`src/rtl/hazard_if.sv`:
```
// Hazard controller bundle: pipeline register indices and enables in, stall/flush/forward
// controls out. The master side (pipeline) drives the observations; the slave side
// (hazard_ctrl) returns the controls.
// Build option: HAZARD_PERF_EN adds the StallCycles/FlushCount/FaultFlag counter outputs.
interface hazard_if #(
  parameter int REG_ADDR_WIDTH = 5,
  parameter int CNT_WIDTH      = 32
);
  logic [REG_ADDR_WIDTH-1:0] Rs1D, Rs2D, Rs1E, Rs2E, RdE, RdM, RdW;
  logic [1:0]                ResultSrcE;
  logic                      RegWriteM, RegWriteW, PCSrcE, MemReqM, MemReadyM;
  logic [1:0]                ForwardAE, ForwardBE;
  logic                      StallF, StallD, StallE, StallM;
  logic                      FlushD, FlushE, FlushW;
  logic                      MemFault;
  logic [1:0]                State;
`ifdef HAZARD_PERF_EN
  logic [CNT_WIDTH-1:0]      StallCycles, FlushCount, FaultFlag;
`endif

  // Counter width must be usable even when the counters are compiled out
  if (CNT_WIDTH < 1) begin : g_bad_cnt_width
    $error("hazard_if: CNT_WIDTH must be >= 1");
  end

  modport master (
    output Rs1D, Rs2D, Rs1E, Rs2E, RdE, RdM, RdW, ResultSrcE,
    output RegWriteM, RegWriteW, PCSrcE, MemReqM, MemReadyM,
    input  ForwardAE, ForwardBE, StallF, StallD, StallE, StallM,
    input  FlushD, FlushE, FlushW, MemFault, State
`ifdef HAZARD_PERF_EN
    , input StallCycles, FlushCount, FaultFlag
`endif
  );

  modport slave (
    input  Rs1D, Rs2D, Rs1E, Rs2E, RdE, RdM, RdW, ResultSrcE,
    input  RegWriteM, RegWriteW, PCSrcE, MemReqM, MemReadyM,
    output ForwardAE, ForwardBE, StallF, StallD, StallE, StallM,
    output FlushD, FlushE, FlushW, MemFault, State
`ifdef HAZARD_PERF_EN
    , output StallCycles, FlushCount, FaultFlag
`endif
  );
endinterface

```
`src/rtl/hazard_ctrl.sv`:
```
// Pipeline hazard controller for the 5-stage RV32I core. Owns every pipeline-hold
// decision: E-stage forwarding, load-use stall, branch flush and the data-memory wait
// FSM with timeout. All controls are combinational from the inputs and the registered
// FSM state, so a hazard is acted on in the same cycle it appears.
// Build option: HAZARD_PERF_EN adds saturating stall/flush/fault performance counters.
module hazard_ctrl #(
  parameter int REG_ADDR_WIDTH = 5,
  parameter int MEM_TIMEOUT    = 16,
  parameter int CNT_WIDTH      = 32
) (
  input  logic     clk,
  input  logic     rst,
  hazard_if.slave  hz
);
  // A timeout of 1 still needs a one-bit counter
  localparam int CW = (MEM_TIMEOUT > 1) ? $clog2(MEM_TIMEOUT) : 1;
  localparam logic [CW-1:0] CNT_LAST = CW'(MEM_TIMEOUT - 1);

  if (MEM_TIMEOUT < 1 || CNT_WIDTH < 1) begin : g_bad_param
    $error("hazard_ctrl: MEM_TIMEOUT and CNT_WIDTH must be >= 1");
  end

  typedef enum logic [1:0] {
    ST_RUN      = 2'b00,
    ST_MEM_WAIT = 2'b01,
    ST_FAULT    = 2'b10
  } state_t;

  state_t        r_state;
  logic [CW-1:0] r_cnt;
  logic          r_fault;

  logic w_mem_stall;
  logic w_freeze;
  logic w_branch;
  logic w_lu_hit;
  logic w_load_use;
  logic w_stall_f;
  logic w_flush_e;

  // Operand forwarding: M has priority over W, and x0 is never forwarded
  genvar gi;
  for (gi = 0; gi < 2; gi++) begin : g_fwd
    logic [REG_ADDR_WIDTH-1:0] w_rs;
    logic [1:0]                w_sel;
    assign w_rs = (gi == 0) ? hz.Rs1E : hz.Rs2E;
    // Pick the youngest in-flight producer of this E-stage source register
    always_comb begin
      w_sel = 2'b00;
      if (hz.RegWriteM && (hz.RdM != '0) && (hz.RdM == w_rs))
        w_sel = 2'b10;
      else if (hz.RegWriteW && (hz.RdW != '0) && (hz.RdW == w_rs))
        w_sel = 2'b01;
    end
  end
  assign hz.ForwardAE = g_fwd[0].w_sel;
  assign hz.ForwardBE = g_fwd[1].w_sel;

  // Freeze beats branch flush, which beats load-use; a squashed D instruction
  // cannot cause a load-use stall
  assign w_mem_stall = hz.MemReqM && !hz.MemReadyM;
  assign w_freeze    = w_mem_stall || (r_state == ST_FAULT);
  assign w_branch    = hz.PCSrcE && !w_freeze;
  assign w_lu_hit    = (hz.ResultSrcE == 2'b01) && (hz.RdE != '0) &&
                       ((hz.RdE == hz.Rs1D) || (hz.RdE == hz.Rs2D));
  assign w_load_use  = w_lu_hit && !hz.PCSrcE && !w_freeze;

  assign w_stall_f = w_freeze || w_load_use;
  assign w_flush_e = w_branch || w_load_use;

  assign hz.StallF   = w_stall_f;
  assign hz.StallD   = w_stall_f;
  assign hz.StallE   = w_freeze;
  assign hz.StallM   = w_freeze;
  assign hz.FlushD   = w_branch;
  assign hz.FlushE   = w_flush_e;
  assign hz.FlushW   = w_freeze;
  assign hz.MemFault = r_fault;
  assign hz.State    = r_state;

  // Memory wait sequencer: count consecutive not-ready cycles, fault when exhausted
  always_ff @(posedge clk or posedge rst) begin
    if (rst) begin
      r_state <= ST_RUN;
      r_cnt   <= '0;
      r_fault <= 1'b0;
    end else begin
      case (r_state)
        ST_RUN: begin
          if (w_mem_stall) begin
            r_state <= ST_MEM_WAIT;
            r_cnt   <= '0;
          end
        end
        ST_MEM_WAIT: begin
          // A withdrawn request ends the wait just like a completed one
          if (!hz.MemReqM || hz.MemReadyM) begin
            r_state <= ST_RUN;
            r_cnt   <= '0;
          end else if (r_cnt == CNT_LAST) begin
            r_state <= ST_FAULT;
            r_fault <= 1'b1;
          end else begin
            r_cnt <= r_cnt + 1'b1;
          end
        end
        ST_FAULT: begin
          r_state <= ST_FAULT;
          r_fault <= 1'b1;
        end
        default: begin
          r_state <= ST_RUN;
          r_cnt   <= '0;
        end
      endcase
    end
  end

`ifdef HAZARD_PERF_EN
  logic       w_to_fault;
  logic [2:0] w_perf_inc;

  assign w_to_fault = (r_state == ST_MEM_WAIT) && w_mem_stall && (r_cnt == CNT_LAST);
  assign w_perf_inc = {w_to_fault, w_flush_e, w_stall_f};

  for (gi = 0; gi < 3; gi++) begin : g_perf
    logic [CNT_WIDTH-1:0] r_count;
    // Saturating event counter
    always_ff @(posedge clk or posedge rst) begin
      if (rst)
        r_count <= '0;
      else if (w_perf_inc[gi] && (r_count != '1))
        r_count <= r_count + 1'b1;
    end
  end

  assign hz.StallCycles = g_perf[0].r_count;
  assign hz.FlushCount  = g_perf[1].r_count;
  assign hz.FaultFlag   = g_perf[2].r_count;
`endif
endmodule
```
`src/flat_wrapper.sv`:
```
// flat-port wrapper written by rule: the top's interface ports become plain ports
module hazard_ctrl_flat 
#(
  parameter int REG_ADDR_WIDTH = 5,
  parameter int MEM_TIMEOUT    = 16,
  parameter int CNT_WIDTH      = 32
)
  (clk, rst, hz_Rs1D, hz_Rs2D, hz_Rs1E, hz_Rs2E, hz_RdE, hz_RdM, hz_RdW, hz_ResultSrcE, hz_RegWriteM, hz_RegWriteW, hz_PCSrcE, hz_MemReqM, hz_MemReadyM, hz_ForwardAE, hz_ForwardBE, hz_StallF, hz_StallD, hz_StallE, hz_StallM, hz_FlushD, hz_FlushE, hz_FlushW, hz_MemFault, hz_State);
  hazard_if #(.REG_ADDR_WIDTH(REG_ADDR_WIDTH), .CNT_WIDTH(CNT_WIDTH)) hz_i ();
  input  logic clk;
  input  logic rst;
  input wire logic [$bits(hz_i.Rs1D)-1:0] hz_Rs1D;
  input wire logic [$bits(hz_i.Rs2D)-1:0] hz_Rs2D;
  input wire logic [$bits(hz_i.Rs1E)-1:0] hz_Rs1E;
  input wire logic [$bits(hz_i.Rs2E)-1:0] hz_Rs2E;
  input wire logic [$bits(hz_i.RdE)-1:0] hz_RdE;
  input wire logic [$bits(hz_i.RdM)-1:0] hz_RdM;
  input wire logic [$bits(hz_i.RdW)-1:0] hz_RdW;
  input wire logic [$bits(hz_i.ResultSrcE)-1:0] hz_ResultSrcE;
  input wire logic [$bits(hz_i.RegWriteM)-1:0] hz_RegWriteM;
  input wire logic [$bits(hz_i.RegWriteW)-1:0] hz_RegWriteW;
  input wire logic [$bits(hz_i.PCSrcE)-1:0] hz_PCSrcE;
  input wire logic [$bits(hz_i.MemReqM)-1:0] hz_MemReqM;
  input wire logic [$bits(hz_i.MemReadyM)-1:0] hz_MemReadyM;
  output wire logic [$bits(hz_i.ForwardAE)-1:0] hz_ForwardAE;
  output wire logic [$bits(hz_i.ForwardBE)-1:0] hz_ForwardBE;
  output wire logic [$bits(hz_i.StallF)-1:0] hz_StallF;
  output wire logic [$bits(hz_i.StallD)-1:0] hz_StallD;
  output wire logic [$bits(hz_i.StallE)-1:0] hz_StallE;
  output wire logic [$bits(hz_i.StallM)-1:0] hz_StallM;
  output wire logic [$bits(hz_i.FlushD)-1:0] hz_FlushD;
  output wire logic [$bits(hz_i.FlushE)-1:0] hz_FlushE;
  output wire logic [$bits(hz_i.FlushW)-1:0] hz_FlushW;
  output wire logic [$bits(hz_i.MemFault)-1:0] hz_MemFault;
  output wire logic [$bits(hz_i.State)-1:0] hz_State;
  assign hz_i.Rs1D = hz_Rs1D;
  assign hz_i.Rs2D = hz_Rs2D;
  assign hz_i.Rs1E = hz_Rs1E;
  assign hz_i.Rs2E = hz_Rs2E;
  assign hz_i.RdE = hz_RdE;
  assign hz_i.RdM = hz_RdM;
  assign hz_i.RdW = hz_RdW;
  assign hz_i.ResultSrcE = hz_ResultSrcE;
  assign hz_i.RegWriteM = hz_RegWriteM;
  assign hz_i.RegWriteW = hz_RegWriteW;
  assign hz_i.PCSrcE = hz_PCSrcE;
  assign hz_i.MemReqM = hz_MemReqM;
  assign hz_i.MemReadyM = hz_MemReadyM;
  assign hz_ForwardAE = hz_i.ForwardAE;
  assign hz_ForwardBE = hz_i.ForwardBE;
  assign hz_StallF = hz_i.StallF;
  assign hz_StallD = hz_i.StallD;
  assign hz_StallE = hz_i.StallE;
  assign hz_StallM = hz_i.StallM;
  assign hz_FlushD = hz_i.FlushD;
  assign hz_FlushE = hz_i.FlushE;
  assign hz_FlushW = hz_i.FlushW;
  assign hz_MemFault = hz_i.MemFault;
  assign hz_State = hz_i.State;
  hazard_ctrl #(.REG_ADDR_WIDTH(REG_ADDR_WIDTH), .MEM_TIMEOUT(MEM_TIMEOUT), .CNT_WIDTH(CNT_WIDTH)) u_core (.clk(clk), .rst(rst), .hz(hz_i));
endmodule
```
`config.mk`:
```
export PLATFORM = sky130hd
export DESIGN_NAME = hazard_ctrl_flat
export DESIGN_NICKNAME = d
export VERILOG_FILES = /design/src/rtl/hazard_if.sv /design/src/rtl/hazard_ctrl.sv /design/src/flat_wrapper.sv
export SDC_FILE = /design/constraint.sdc
export NUM_CORES = 1
export LEC_CHECK = 0
export CORE_MARGIN = 2
export CORE_UTILIZATION = 38
export CTS_CLUSTER_SIZE = 10
export DETAILED_ROUTE_END_ITERATION = 10
export GPL_ROUTABILITY_DRIVEN = 0
export PLACE_DENSITY = 0.95
export SLEW_MARGIN = 25
export SYNTH_ARGS = -nofsm -noshare
export SYNTH_HDL_FRONTEND = slang
export SYNTH_SLANG_ARGS = --single-unit
export TNS_END_PERCENT = 10
```
`constraint.sdc`:
```
create_clock -name clk -period 2.9 [get_ports clk]
set_clock_uncertainty 0.2 [all_clocks]
set_input_delay 0.435 -clock clk [delete_from_list [all_inputs] [get_ports clk]]
set_output_delay 0.435 -clock clk [all_outputs]
set_load 0.01 [all_outputs]
```
## After elaboration in Yosys (flattened, before gate mapping)

Cells that the tools add are included.

- Equal/unequal tests: 15
- Multipliers: 0
- Shifts and indexed selects: 0
- Mux-type cells: 15
- Bitwise gates (word level): 1
- Add/subtract/negate cells: 1
- Divide/modulo/power cells: 0
- $lt $le $gt $ge: 0
- Reduce and logical (&&, ||, !) cells: 29

Operators by type and width:

| kind | count |
|---|---|
| $eq A5 B5 Y1 | 6 |
| $reduce_bool A5 Y1 | 3 |
| $logic_and A1 B1 Y1 | 12 |
| $mux W4 | 3 |
| $pmux W4 S3 | 1 |
| $mux W2 | 5 |
| $pmux W2 S3 | 1 |
| $reduce_and A3 Y1 | 2 |
| $logic_or A1 B1 Y1 | 5 |
| $add A4 B1 Y4 const B | 1 |
| $eq A2 B1 Y1 const B | 2 |
| $eq A4 B4 Y1 const B | 1 |
| $logic_not A1 Y1 | 4 |
| $mux W1 | 4 |
| $ne A2 B1 Y1 const B | 2 |
| $ne A3 B1 Y1 const B | 1 |
| $ne A3 B2 Y1 const B | 1 |
| $eq A2 B2 Y1 const B | 1 |
| $logic_not A2 Y1 | 1 |
| $ne A2 B2 Y1 const B | 1 |
| $pmux W1 S2 | 1 |
| $reduce_and A2 Y1 | 1 |
| $reduce_bool A2 Y1 | 1 |
| $not A1 Y1 | 1 |

- Input bits: 44
- Memories kept: 0
- ROM bits: 0
- RAM bits: 0
- Latch bits: 0
- Bits in registers: 7
- Output and inout port bits: 14

## Logic depth before layout (Yosys ltp)

Gate-level depths: netlist (run 1).

- Word-level depth: 6
- Depth in mapped cells: 6
- Depth with buffers taken out: 6

## Worst setup path after synthesis (run 1)

No wires, ideal clock.

- Kind: in2out
- Start: in hz_RdM[4]
- End: out hz_ForwardAE[0]
- Arrival: 1.579 ns
- Stages: 4
- Setup slack: 0.686 ns
- Data required time: 2.265 ns
- Cells stage by stage: or4_1 -> o21ai_2 -> nor4_1 -> nor4_2

- Word-level cells in the longest chain between the ends: 4
- Elaborated cells on any way between the ends: 5
- Those cells by class: eq/ne: 1; mux: 1; reduce/logical: 3

Ends and longest elaborated chain:

| what | line | text |
|---|---|---|
| from (decl) | flat_wrapper.sv:17 | `input wire logic [$bits(hz_i.RdM)-1:0] hz_RdM;` |
| $reduce_bool A5 Y1 | hazard_ctrl.sv:50 | `if (hz.RegWriteM && (hz.RdM != '0) && (hz.RdM == w_rs))` |
| $logic_and A1 B1 Y1 | hazard_ctrl.sv:50 |  |
| $logic_and A1 B1 Y1 (*) | hazard_ctrl.sv:50 |  |
| $mux W2 (*) | hazard_ctrl.sv:50 |  |
| to (decl) | flat_wrapper.sv:25 | `output wire logic [$bits(hz_i.ForwardAE)-1:0] hz_ForwardAE;` |

Every way passes the cells marked *; elsewhere a longest branch is shown, timed or not.

## Worst setup path after layout (run 1)

- Start: in hz_RdM[4]
- End: out hz_ForwardBE[1]

- Word-level cells in the longest chain between the ends: 4
- Elaborated cells on any way between the ends: 5
- Those cells by class: eq/ne: 1; mux: 1; reduce/logical: 3

Ends and longest elaborated chain:

| what | line | text |
|---|---|---|
| $reduce_bool A5 Y1 | hazard_ctrl.sv:50 |  |
| $logic_and A1 B1 Y1 | hazard_ctrl.sv:50 |  |
| $logic_and A1 B1 Y1 (*) | hazard_ctrl.sv:50 |  |
| $mux W2 (*) | hazard_ctrl.sv:50 |  |
| to (decl) | flat_wrapper.sv:26 | `output wire logic [$bits(hz_i.ForwardBE)-1:0] hz_ForwardBE;` |

Marks and branches as above.

==> results of run 1 <==
==> worst max-delay path: cells and delay by family <==
family | cells | cell delay, ns
AND/OR/NAND/NOR | 2 | 0.45
buffers and inverters | 3 | 1.21
XOR/XNOR | 1 | 0.16
==> final timing paths <==
kind | slack (ns) | endpoint | cells past startpoint
max | 0.03 | hz_ForwardBE[1] | 6
min | 0.22 | u_core.r_cnt[2] | 2
max reg2reg | 0.97 | u_core.r_cnt[1] | 5
min reg2reg | 0.27 | u_core.hz.MemFault | 1
max in group asynchronous | 2.05 | u_core.r_cnt[1] | 2
min in group clk | 0.27 | u_core.hz.MemFault | 1
==> cells in the mapped netlist <==
cell      instances  area, um2
xor2_1           24        210
a21oi_1           7       35.0
dfrtp_1           7        175
xnor2_1           7       61.3
ha_1              5       62.6
inv_1             4       15.0
nand3_1           4       20.0
nor2_1            4       15.0
or4_1             4       30.0
buf_4             3       22.5
nor3_1            3       15.0
o21ai_0           3       15.0
a21o_1            2       15.0
nand2_1           2       7.51
nor2b_1           2       12.5
nor4_1            2       12.5
nor4_2            2       25.0
o21bai_1          2       15.0
a22oi_1           1       7.51
a31o_2            1       8.76
a32o_1            1       10.0
and2_1            1       6.26
and3_1            1       6.26
and3b_1           1       8.76
mux2_2            1       11.3
nand2b_1          1       6.26
nand3b_1          1       7.51
nand4b_1          1       8.76
o21ai_1           1       5.00
o21ai_2           1       8.76
o22ai_1           1       6.26
==> power breakdown <==
| part | switching (mW) | total [mW] | leakage (nW) | internal (mW) |
|---|---|---|---|---|
| Clock | 0.0347 | 0.0871 | 0.0150 | 0.0524 |
| Sequential | 0.0123 | 0.123 | 0.0898 | 0.111 |
| Combinational | 0.118 | 0.267 | 0.578 | 0.148 |
| Total | 0.165 | 0.477 | 0.683 | 0.311 |
==> flip-flops by register name, indices dropped and copies added (netlist names) <==
name                cells
u_core.r_cnt            4
u_core.hz.MemFault      1
u_core.hz.State         2
==> logic make-up after synthesis <==
| group | synth area share, % |
|---|---|
| adder cells (fa/ha/maj) | 7.23 |
| multiplexers | 1.30 |
| XOR/XNOR | 31.4 |
| flip-flops | 20.2 |
| AND/OR/NAND/NOR | 21.0 |
| AO/OA/AOI/OAI | 14.6 |
| buffers and inverters | 4.33 |
==> area by class of cell <==
class	instances	share of cell area, %
Inverter	4	0.955
Tap cell	28	2.23
Timing Repair Buffer	68	41.6
Sequential cell	7	11.1
Multi-Input combinational cell	86	42.4
Clock buffer	4	1.67
==> timing repair <==
| item | CTS | global route |
|---|---|---|
| pin swaps | 0 | 1 |
| endpoints found under the setup margin | 6 | 3 |
| resized for setup | 6 | 2 |
==> metal layers <==
layer	track usage [%]	vias up
met5	0	-
met4	7.46	0
met3	4.89	6
met2	42.1	51
met1	22.4	495
li1	-	494
==> per-stage QoR <==
step / std cells / worst slack, ns
2_1_floorplan: 100 / 0.686
3_3_place_gp: 193 / -0.177
3_5_place_dp: 193 / -0.231
4_1_cts: 197 / 0.0292
5_1_grt: 197 / -0.0288
6_report: 197 / 0.0302
==> results.toml, run 1 <==
[run_status]
outcome = "finished, final reports clean"

[die]
initial_core_util_pct = 39.5
die-area_um2 = 2680
chipHeight_um = 51.7
die_x_um = 51.7
rows = 17
coreArea_um2 = 2190
boundaryPins = 58

[worst_setup_path]
max_stage_delay_ns = 0.60
crit_type = "in2out"
required_ns = 2.27
endpoint_kind = "output pin"
crit_start = "hz_RdM[4]"
critPathLaunchType = "input port"
cp_common_cell = "clkdlybuf4s50_1"
arrival_ns = 2.23
path_cells = "clkdlybuf4s50_1, buf_4, xnor2_1, nand3_1, nor4_2, clkdlybuf4s50_1"
reg2reg_from = "u_core.hz.State[1]"
worst-path-max-fanout = 2
cpMaxStageDelayCell = "clkdlybuf4s50_1"

[synth]
ys_ff_latch = 7
syn_inst = 100
yosysSeqAreaShare_pct = 20.2
syn_nets = 149
syn_area_um2 = 866
avgSynthCellArea_um2 = 8.66
synth_cell_types = 31
yosys_warnings = 0

[job]
max_cap_violations = 0

[clocking]
cts-buffers-inserted = 3
post_cts_buffers = 0
cts_tree = "yes"
clkSlewWorstSetupHoldPaths_ns = 0.05
cts-hold-fix-buffers = 0
cts.sinks = 7
insertion_delay_ns = 0.25
cts_buffer_depth = 2
ctsHtreeMaxLevel = 1
cts-root-buf = "clkbuf_4"

[sta]
fin_crit_sh_pct = 99.0
rsz0062_at_grt = "true"
drv_slew = 0
fin_crit_ns = 2.87
tightest_slew_ns = 0.482
tns_ns = 0
slew_headroom_pct = 67.9
max_freq_mhz = 348
fin_hold_ws_ns = 0.220
setup_violations = 0
finalHoldViolCount = 0

[drt]
routed_via_density = 5.31
post-route-drc-count = 0
routed_wl_um = 2960
via_count = 1046
dr.max_layer_used = "met4"
ant_nets = 0
drt_pass1_iterations = 4
wl_met3_um = 234
wl_met2_um = 1560
wl_per_cell_um = 15.0
m1WireLength_um = 1120
drt_iter0_drc = 16

[power_and_ir_drop]
finalPower_mw = 0.477
powerDensity_nw_per_um2 = 303
p_leak_nw = 0.683
ir_worst_vdd_uv = 339

[final_layout]
layout_common_cells = "52 x clkdlybuf4s50_1, 24 x xor2_1, 11 x buf_4"
finalInstanceArea_um2 = 1570
final_nets = 219
multi_input_comb_area_um2 = 666
layout_commonest_cell = "clkdlybuf4s50_1"
n_antenna_cell = 0
fillers = 160
regArea_um2 = 175
drive_above_1_share_pct = 12.4
final_util_pct = 71.7
area_growth_pct = 81.5

[grt]
grt_pass1_vias = 1041
antenna_found_initial = 0
gr-total-overflow = 0
grt_start_max_net_pins = 8
grt_pass1_wl_um = 4330
groute.usage.overall_pct = 21.7

[place]
io_buffers = 57
placed_area_um2 = 1530
hpwl_um = 2480

[min_path]
hold_class = "in2async"
No activity file was read; power rests on OpenSTA's default activity.
==> run 2, diff against run 1 <==
Settings changed: GPL_TIMING_DRIVEN set to 0.
==> run 2 against run 1 <==
Worst hold slack got worse by 0.018 ns. Final cell count decreased by 4.1%. Fmax increased by 1.2%. Critical endpoint is now hz_ForwardBE[0]. Wire length decreased by 7.8%.
==> results.toml, run 2 (synthesis gave the netlist of run 1 again) <==
[run_status]
outcome = "finished, final reports clean"

[place]
pre_cts_ws_ns = -0.292
place_inst = 185
hpwl_um = 2220
io_buffers = 57

[drt]
via_count = 1013
routed_wl_um = 2730
post-route-drc-count = 0
ant_nets = 0
drt_pass1_iterations = 3
drt_iter0_drc = 6
routed_via_density = 5.36
wl_per_cell_um = 14.4

[worst_setup_path]
path_cells = "clkdlybuf4s50_1, or4_1, o21ai_1, or4_1, nor4_2, clkdlybuf4s15_1"
max_stage_delay_ns = 0.57
required_ns = 2.27
cp_common_cell = "or4_1"
cpMaxStageDelayCell = "clkdlybuf4s50_1"
worst-path-max-fanout = 3
endpoint_kind = "output pin"
critPathLaunchType = "input port"
crit_type = "in2out"
arrival_ns = 2.20

[final_layout]
area_growth_pct = 81.5
drive_above_1_share_pct = 13.0
final_nets = 211
regMostFlops = "u_core.r_cnt"
n_antenna_cell = 0
layoutNonFillerInstCount = 189
layout_common_cells = "49 x clkdlybuf4s50_1, 24 x xor2_1, 7 x a21oi_1, 7 x xnor2_1, 7 x dfrtp_1"
largest_register_ffs = 4
layout_commonest_cell = "clkdlybuf4s50_1"

[sta]
slew_headroom_pct = 64.6
max_freq_mhz = 353
tns_ns = 0
fin_hold_ws_ns = 0.202
fin_crit_sh_pct = 97.7
finalHoldViolCount = 0
fin_crit_ns = 2.83
tightest_slew_ns = 0.531
drv_slew = 0
rsz0062_at_grt = "false"
setup_violations = 0
worst_slack_ns = 0.0655

[clocking]
cts_tree = "yes"
cts_buffer_depth = 2
cts-hold-fix-buffers = 0
cts-buffers-inserted = 3
cts.sinks = 7
cts-root-buf = "clkbuf_4"
insertion_delay_ns = 0.26
ctsHtreeMaxLevel = 1
clkSlewWorstSetupHoldPaths_ns = 0.05

[power_and_ir_drop]
ir_worst_vdd_uv = 308
powerDensity_nw_per_um2 = 307
p_leak_nw = 0.679
pwr-share-comb_pct = 55.7
clockPowerShare_pct = 18.9
finalPower_mw = 0.483
swShare_pct = 36.2
power.internal_mw = 0.308
sequentialPowerShare_pct = 25.3
switchingPower_mw = 0.175

[job]
max_cap_violations = 0

[die]
chipHeight_um = 51.7
die_x_um = 51.7
rows = 17
initial_core_util_pct = 39.5
die-area_um2 = 2680
boundaryPins = 58
coreArea_um2 = 2190

[grt]
grt_start_max_net_pins = 8
groute.usage.overall_pct = 20.5
grt_pass1_wl_um = 4140
grt_pass1_vias = 1012
gr-total-overflow = 0
antenna_found_initial = 0

[min_path]
hold_class = "in2async"
[run 2: changes by cell type in the layout (fill, tap and decap cells not counted), moves of 2 or more]
cell             previous run  this run
buf_4                      11         3
clkdlybuf4s50_1            52        49
dlymetal6s2s_1              2         5
dlygate4sd2_1               3         1
nor3_1                      3         1
nor3_2                      0         2
[run 2: final cells by class]
| cell class | instances | area [um2] |
|---|---|---|
| multi-input cells | 86 | 714 |
| fillers | 155 | 619 |
| repair buffers | 57 | 583 |
| flip-flops and latches | 7 | 175 |
| well taps | 28 | 35.0 |
| clock buffers | 4 | 26.3 |
| plain buffers | 3 | 22.5 |
| inverters | 4 | 15.0 |
[run 2: worst paths after layout]
path	cells past startpoint	slack (ns)	to	startpoint
worst max register to register	5	0.91	u_core.r_cnt[1]	u_core.hz.State[0]
min in group clk	1	0.26	u_core.hz.MemFault	u_core.hz.MemFault
max in group asynchronous	2	2.09	u_core.r_cnt[2]	rst
worst min register to register	1	0.26	u_core.hz.MemFault	u_core.hz.MemFault
worst min-delay path	2	0.20	u_core.hz.State[0]	rst
worst max-delay path	6	0.07	hz_ForwardBE[0]	hz_RdW[3]
[run 2: what timing repair did]
action | 4_1_cts | 5_1_grt
setup buffers | 0 | 0
endpoints found under the setup margin | 6 | 7
gates resized for setup | 9 | 15
pin swaps | 1 | 5
[run 2: power groups by stage]
stage | registers (mW) | clock network [mW] | logic, mW
floorplan | 0.125 | 0 | 0.125
global placement | 0.123 | 0 | 0.243
detailed placement | 0.124 | 0 | 0.257
CTS | 0.122 | 0.0932 | 0.260
global route | 0.124 | 0.101 | 0.296
finish | 0.122 | 0.0914 | 0.269
[run 2: critical path: cells and delay by family]
| family | cells | cell delay (ns) |
|---|---|---|
| AND/OR/NAND/NOR | 3 | 0.87 |
| AO/OA/AOI/OAI | 1 | 0.06 |
| buffers and inverters | 2 | 0.83 |
[run 2: through the flow]
step	utilization [%]	cell area, um2
floorplan	-	866
global placement	67.2	1470
detailed placement	67.2	1470
CTS	68.9	1510
global route	71.7	1570
finish	71.7	1570
[run 2: metal layers]
metal  routed length [um]  global-route usage [%]
met1                 1190                    24.2
met2                 1310                    36.8
met3                  140                    2.01
met4                   83                    10.5
met5                    0                       0
==> run 3, diff against run 2 <==
Settings changed: CORE_UTILIZATION 38 to 50, DONT_BUFFER_PORTS set to 1, PLACE_DENSITY 0.95 to 0.75, SETUP_SLACK_MARGIN set to 0.15.
Clock period 2.9 ns to 3.2 ns, I/O delays scaled along.
==> run 3 against run 2 <==
Critical path depth is 2 lower. Cell area down 41%. Utilization decreased by 16 points. Final cell count down 35%. Register-to-register slack improved by 0.32 ns. Worst hold slack better by 0.12 ns. Clock-buffer cell count decreased by 1. Non-clock buffer count shrank 56. Global-route usage down 3.6 points. Via count fell by 28%. Largest power group unchanged.
==> results.toml, run 3 (synthesis gave the netlist of run 1 again) <==
[worst_setup_path]
cp_top_family = "simple AND/OR/NAND/NOR gates"
critPathLaunchType = "input port"
arrival_ns = 1.71
max_stage_delay_ns = 0.54
required_ns = 2.52
r2r_slack_ns = 1.23
worst-path-max-fanout = 3
crit_type = "in2out"
path_cells = "or4_1, o21ai_2, nor4_1, nor4_2"
cpMaxStageDelayCell = "or4_1"
crit_buf_inv = 0
endpoint_kind = "output pin"

[clocking]
cts-hold-fix-buffers = 1
post_cts_resized = 0
clkSlewWorstSetupHoldPaths_ns = 0.05
post_cts_buffers = 0
cts-root-buf = "clkbuf_4"
cts_buffer_depth = 2
ctsHtreeMaxLevel = 1
cts.sinks = 7
insertion_delay_ns = 0.24
cts_tree = "yes"
cts-buffers-inserted = 3

[power_and_ir_drop]
sequentialPowerShare_pct = 35.2
swShare_pct = 35.5
powerDensity_nw_per_um2 = 352
switchingPower_mw = 0.115
ir_worst_vdd_uv = 253
clockPowerShare_pct = 23.4
power.internal_mw = 0.210
p_leak_nw = 0.391
pwr-share-comb_pct = 41.4

[sta]
tightest_slew_ns = 0.726
fin_crit_ns = 2.39
finalHoldViolCount = 0
max_freq_mhz = 419
tns_ns = 0
setup_violations = 0
slew_headroom_pct = 51.1
drv_slew = 0
fin_crit_sh_pct = 74.5
rsz0062_at_grt = "false"

[final_layout]
layout_commonest_cell = "xor2_1"
largest_register_ffs = 4
area_growth_pct = 6.79
final_nets = 155
final_util_pct = 55.4
drive_above_1_share_pct = 11.4
n_antenna_cell = 0
layout_common_cells = "24 x xor2_1, 7 x a21oi_1, 7 x xnor2_1, 7 x dfrtp_1, 5 x ha_1"
regMostFlops = "u_core.r_cnt"

[drt]
dr.max_layer_used = "met4"
via_count = 729
routed_via_density = 5.98
m1WireLength_um = 616
ant_nets = 0
wl_met2_um = 956
wl_per_cell_um = 14.2
routed_wl_um = 1730
post-route-drc-count = 0
drt_pass1_iterations = 4
drt_iter0_drc = 12
wl_met3_um = 140

[die]
rows = 15
die-area_um2 = 2080
chipHeight_um = 45.6
die_x_um = 45.6
initial_core_util_pct = 51.8
boundaryPins = 58
coreArea_um2 = 1670

[run_status]
outcome = "finished, final reports clean"

[job]
max_cap_violations = 0

[grt]
grt_pass1_wl_um = 2560
groute.usage.overall_pct = 16.9
antenna_found_initial = 0
grt_pass1_vias = 711
gr-total-overflow = 0
grt_start_max_net_pins = 8

[place]
hpwl_um = 1570
io_buffers = 0

[min_path]
hold_class = "reg2reg"
-- run 3: power by group through the flow --
stage	Clock (mW)	Combinational, mW	Sequential (mW)
after CTS	0.0803	0.135	0.115
after global placement	0	0.129	0.115
after global routing	0.0821	0.155	0.117
final	0.0762	0.135	0.115
after detailed placement	0	0.133	0.116
after floorplan	0	0.114	0.114
-- run 3: stage by stage --
stage	hold slack (ns)	power, mW	worst slack, ns	cell area, um2	instances
after floorplan	0.0834	0.227	0.896	866	100
after global routing	0.337	0.354	0.722	925	122
after global placement	0.0979	0.244	0.835	887	117
final	0.325	0.325	0.815	925	122
after CTS	0.319	0.330	0.803	925	122
after detailed placement	0.0999	0.249	0.812	887	117
-- run 3: layout make-up --
cell class | instances | area (um2)
Clock buffer | 3 | 22.5
Buffer | 3 | 22.5
Sequential cell | 7 | 175
Timing Repair Buffer | 1 | 10.0
Fill cell | 160 | 746
Inverter | 4 | 15.0
Multi-Input combinational cell | 86 | 653
Tap cell | 17 | 21.3
Clock inverter | 1 | 5.00
-- run 3: worst paths after layout --
| kind | cells after the start | start | endpoint |
|---|---|---|---|
| worst max register to register | 5 | u_core.hz.State[0] | u_core.r_cnt[1] |
| min in group asynchronous | 2 | rst | u_core.hz.State[1] |
| worst max-delay path | 4 | hz_RdM[4] | hz_ForwardAE[0] |
| max in group asynchronous | 2 | rst | u_core.hz.MemFault |
| worst min-delay path | 1 | u_core.hz.MemFault | u_core.hz.MemFault |
| worst min register to register | 1 | u_core.hz.MemFault | u_core.hz.MemFault |
-- run 3: metal layers --
layer	vias to the layer above	track usage, %
li1	360	-
met1	337	16.2
met2	30	32.1
met3	2	3.57
met4	0	10.0
met5	-	0
-- run 3: worst register-to-register path, cell delays in order, from the launching register on --
cell and delay, ns:
dfrtp_1 0.43, inv_1 0.12, ha_1 0.24, a21oi_1 0.37
o21ai_0 0.24, a32o_1 0.25
==> variant (config.mk and constraints of run 1) <==
`MEM_TIMEOUT` is set to 16 in 2 places; all go to 8.
--- a/src/rtl/hazard_ctrl.sv
+++ b/src/rtl/hazard_ctrl.sv
@@ -6,5 +6,5 @@
 module hazard_ctrl #(
   parameter int REG_ADDR_WIDTH = 5,
-  parameter int MEM_TIMEOUT    = 16,
+  parameter int MEM_TIMEOUT    = 8,
   parameter int CNT_WIDTH      = 32
 ) (
--- a/src/flat_wrapper.sv
+++ b/src/flat_wrapper.sv
@@ -3,5 +3,5 @@
 #(
   parameter int REG_ADDR_WIDTH = 5,
-  parameter int MEM_TIMEOUT    = 16,
+  parameter int MEM_TIMEOUT    = 8,
   parameter int CNT_WIDTH      = 32
 )
Check against the original RTL: not equivalent (a bounded check fails within 10 cycles, from zero or initial values and one cycle with rst high).
==> variant against run 1 <==
Utilization increased by 4.1 points. Worst hold slack worse by 0.65 ps. Routed wire length is 11% lower. Worst setup slack got worse by 26 ps. Power fell by 38%. Combinational power is 49% lower. Sequential cell count is 1 lower. Register-to-register slack improved by 230 ps. Synthesized area down 6.5%. Synthesized cell count decreased by 7.0%. Maximum frequency down 0.90%. Final area fell by 4.4%. Largest cell class is now non-clock buffers.
==> variant: results (changes against run 1) <==
[cells_and_area]
register_with_the_most_flip_flops = u_core.r_cnt
nFillCells = 141  ; -12%
antenna_cells_inserted = 0  ; unchanged
max_reg_flops = 3  ; -1
layout-drive-gt1-share_pct = 14.3  ; +1.9 points
finalNetCount = 213  ; -2.7%

[critical_path]
worst_setup_path_startpoint = hz_RdM[4]
reg2reg_from = u_core.r_cnt[0]
worstPathArrival_ps = 2260  ; +30 ps
critical_path_capture_point = hz_ForwardBE[1]
worstPathMaxFanout = 2  ; unchanged
critical_path.reg2reg.endpoint = u_core.hz.State[0]
crit_path_top_delay_cell = sky130_fd_sc_hd__clkdlybuf4s50_1
depth_of_the_worst_register_to_register_path = 4  ; -1
max_stage_delay_ps = 610
critical_path.startpoint_type = primary input
reg2reg_setup_slack_ps = 1200  ; +230 ps

[routing]
drt_pass1_iterations = 4  ; unchanged
detail_route.wirelength.met1_um = 996  ; -11%
drt_iter0_drc = 5  ; -11
via_count = 926  ; -11%
wl_met2_mm = 1.43  ; -8.3%
wl_per_cell_um = 13.9  ; -7.1%
highest_layer = met4
met3_length_um = 174  ; -26%
avgViaCountPerCell = 4.93  ; -7.2%

[global_route]
grt_pass1_wl_mm = 4.38  ; +1.1%
use_met3_pct = 5.95  ; +1.1 points
grt_start_max_net_pins = 7  ; -1
gr-usage-all-layers_pct = 23.0  ; +1.4 points
grt.met1_usage_pct = 23.9  ; +1.5 points
grtUsageMet2_pct = 44.7  ; +2.6 points
antenna_violations_before_repair = 0  ; unchanged
grt_pass1_vias = 1004  ; -3.6%

[clocking]
post_cts_buffers = 0  ; unchanged
ctsHtreeMaxLevel = 1  ; unchanged
clock_latency_ps = 240

[synth]
synth_cell_type_count = 27  ; -13%
yosys_most_used_dff = sky130_fd_sc_hd__dfrtp_1
synth_area_leaders = sky130_fd_sc_hd__xor2_1 26%, sky130_fd_sc_hd__dfrtp_1 19%, sky130_fd_sc_hd__ha_1 9.3%
synthesis.yosys.warnings = 0  ; unchanged
ys_top_cells_by_count = 24 x sky130_fd_sc_hd__xor2_1, 7 x sky130_fd_sc_hd__xnor2_1, 6 x sky130_fd_sc_hd__dfrtp_1, 6 x sky130_fd_sc_hd__ha_1, 5 x sky130_fd_sc_hd__nor2_1
async_flop_share_pct = 100  ; unchanged
syn_inst_count = 93  ; -7.0%
synthesized_net_count = 143  ; -4.0%
seq_area_frac_synth_pct = 18.5  ; -1.7 points

[timing]
worst_hold_slack_ps = 219  ; -0.655 ps
tightestPinTransition_ps = 352  ; -130 ps
worst_slack_ps = 4.24  ; -26.0 ps

[power_and_ir_drop]
power.static_leakage_nw = 0.621  ; -9.1%
ir_worst_vdd_mv = 0.349  ; +3.1%

[job]
maxCapViolations = 0  ; unchanged

[placed_design]
dpl_cell_area_um2 = 1470  ; -3.8%
detailed_place_hpwl_mm = 2.32  ; -6.3%
detailedPlace.worstSlack_ps = -294  ; -62.8 ps
placed_cells_incl_taps = 185  ; -4.1%
port_buffers = 57  ; unchanged

[hold_path]
hold_path.class = in2async

[floorplanning]
initial_utilization_pct = 40.8  ; +1.3 points

[outcome]
status = completed

variant: cells by family (layout without fill, tap and decap cells):
logic type	Yosys count	in the layout	share of synthesized area [%]
AOI/OAI and AO/OA	11	11	9.43
xor gates and xnor gates	31	31	33.5
adders and majority gates	6	6	9.27
buffers and inverters	7	75	4.64
DFF	6	6	18.5
muxes	2	2	2.78
and+or+nand+nor	30	30	21.8
variant: area by class of cell:
class	count	area [µm²]	area share (%)
clock buffer	3	22.5	1.50
sequential	6	150	9.99
multi-input combinational	80	634	42.2
timing repair buffer	68	647	43.0
inverter	4	15.0	0.999
tap	27	33.8	2.25
variant: power by group:
| group | switching, W | internal (W) |
|---|---|---|
| Sequential | 0 | 0.0000840 |
| Clock | 0.0000278 | 0.0000466 |
| Combinational | 0.0000500 | 0.0000861 |
| Total | 0.0000777 | 0.000217 |
variant: timing repair:
action	4_1_cts	5_1_grt
endpoints found under the hold margin	0	0
resized for setup	5	8
pin swaps	0	1
endpoints found under the setup margin	6	5
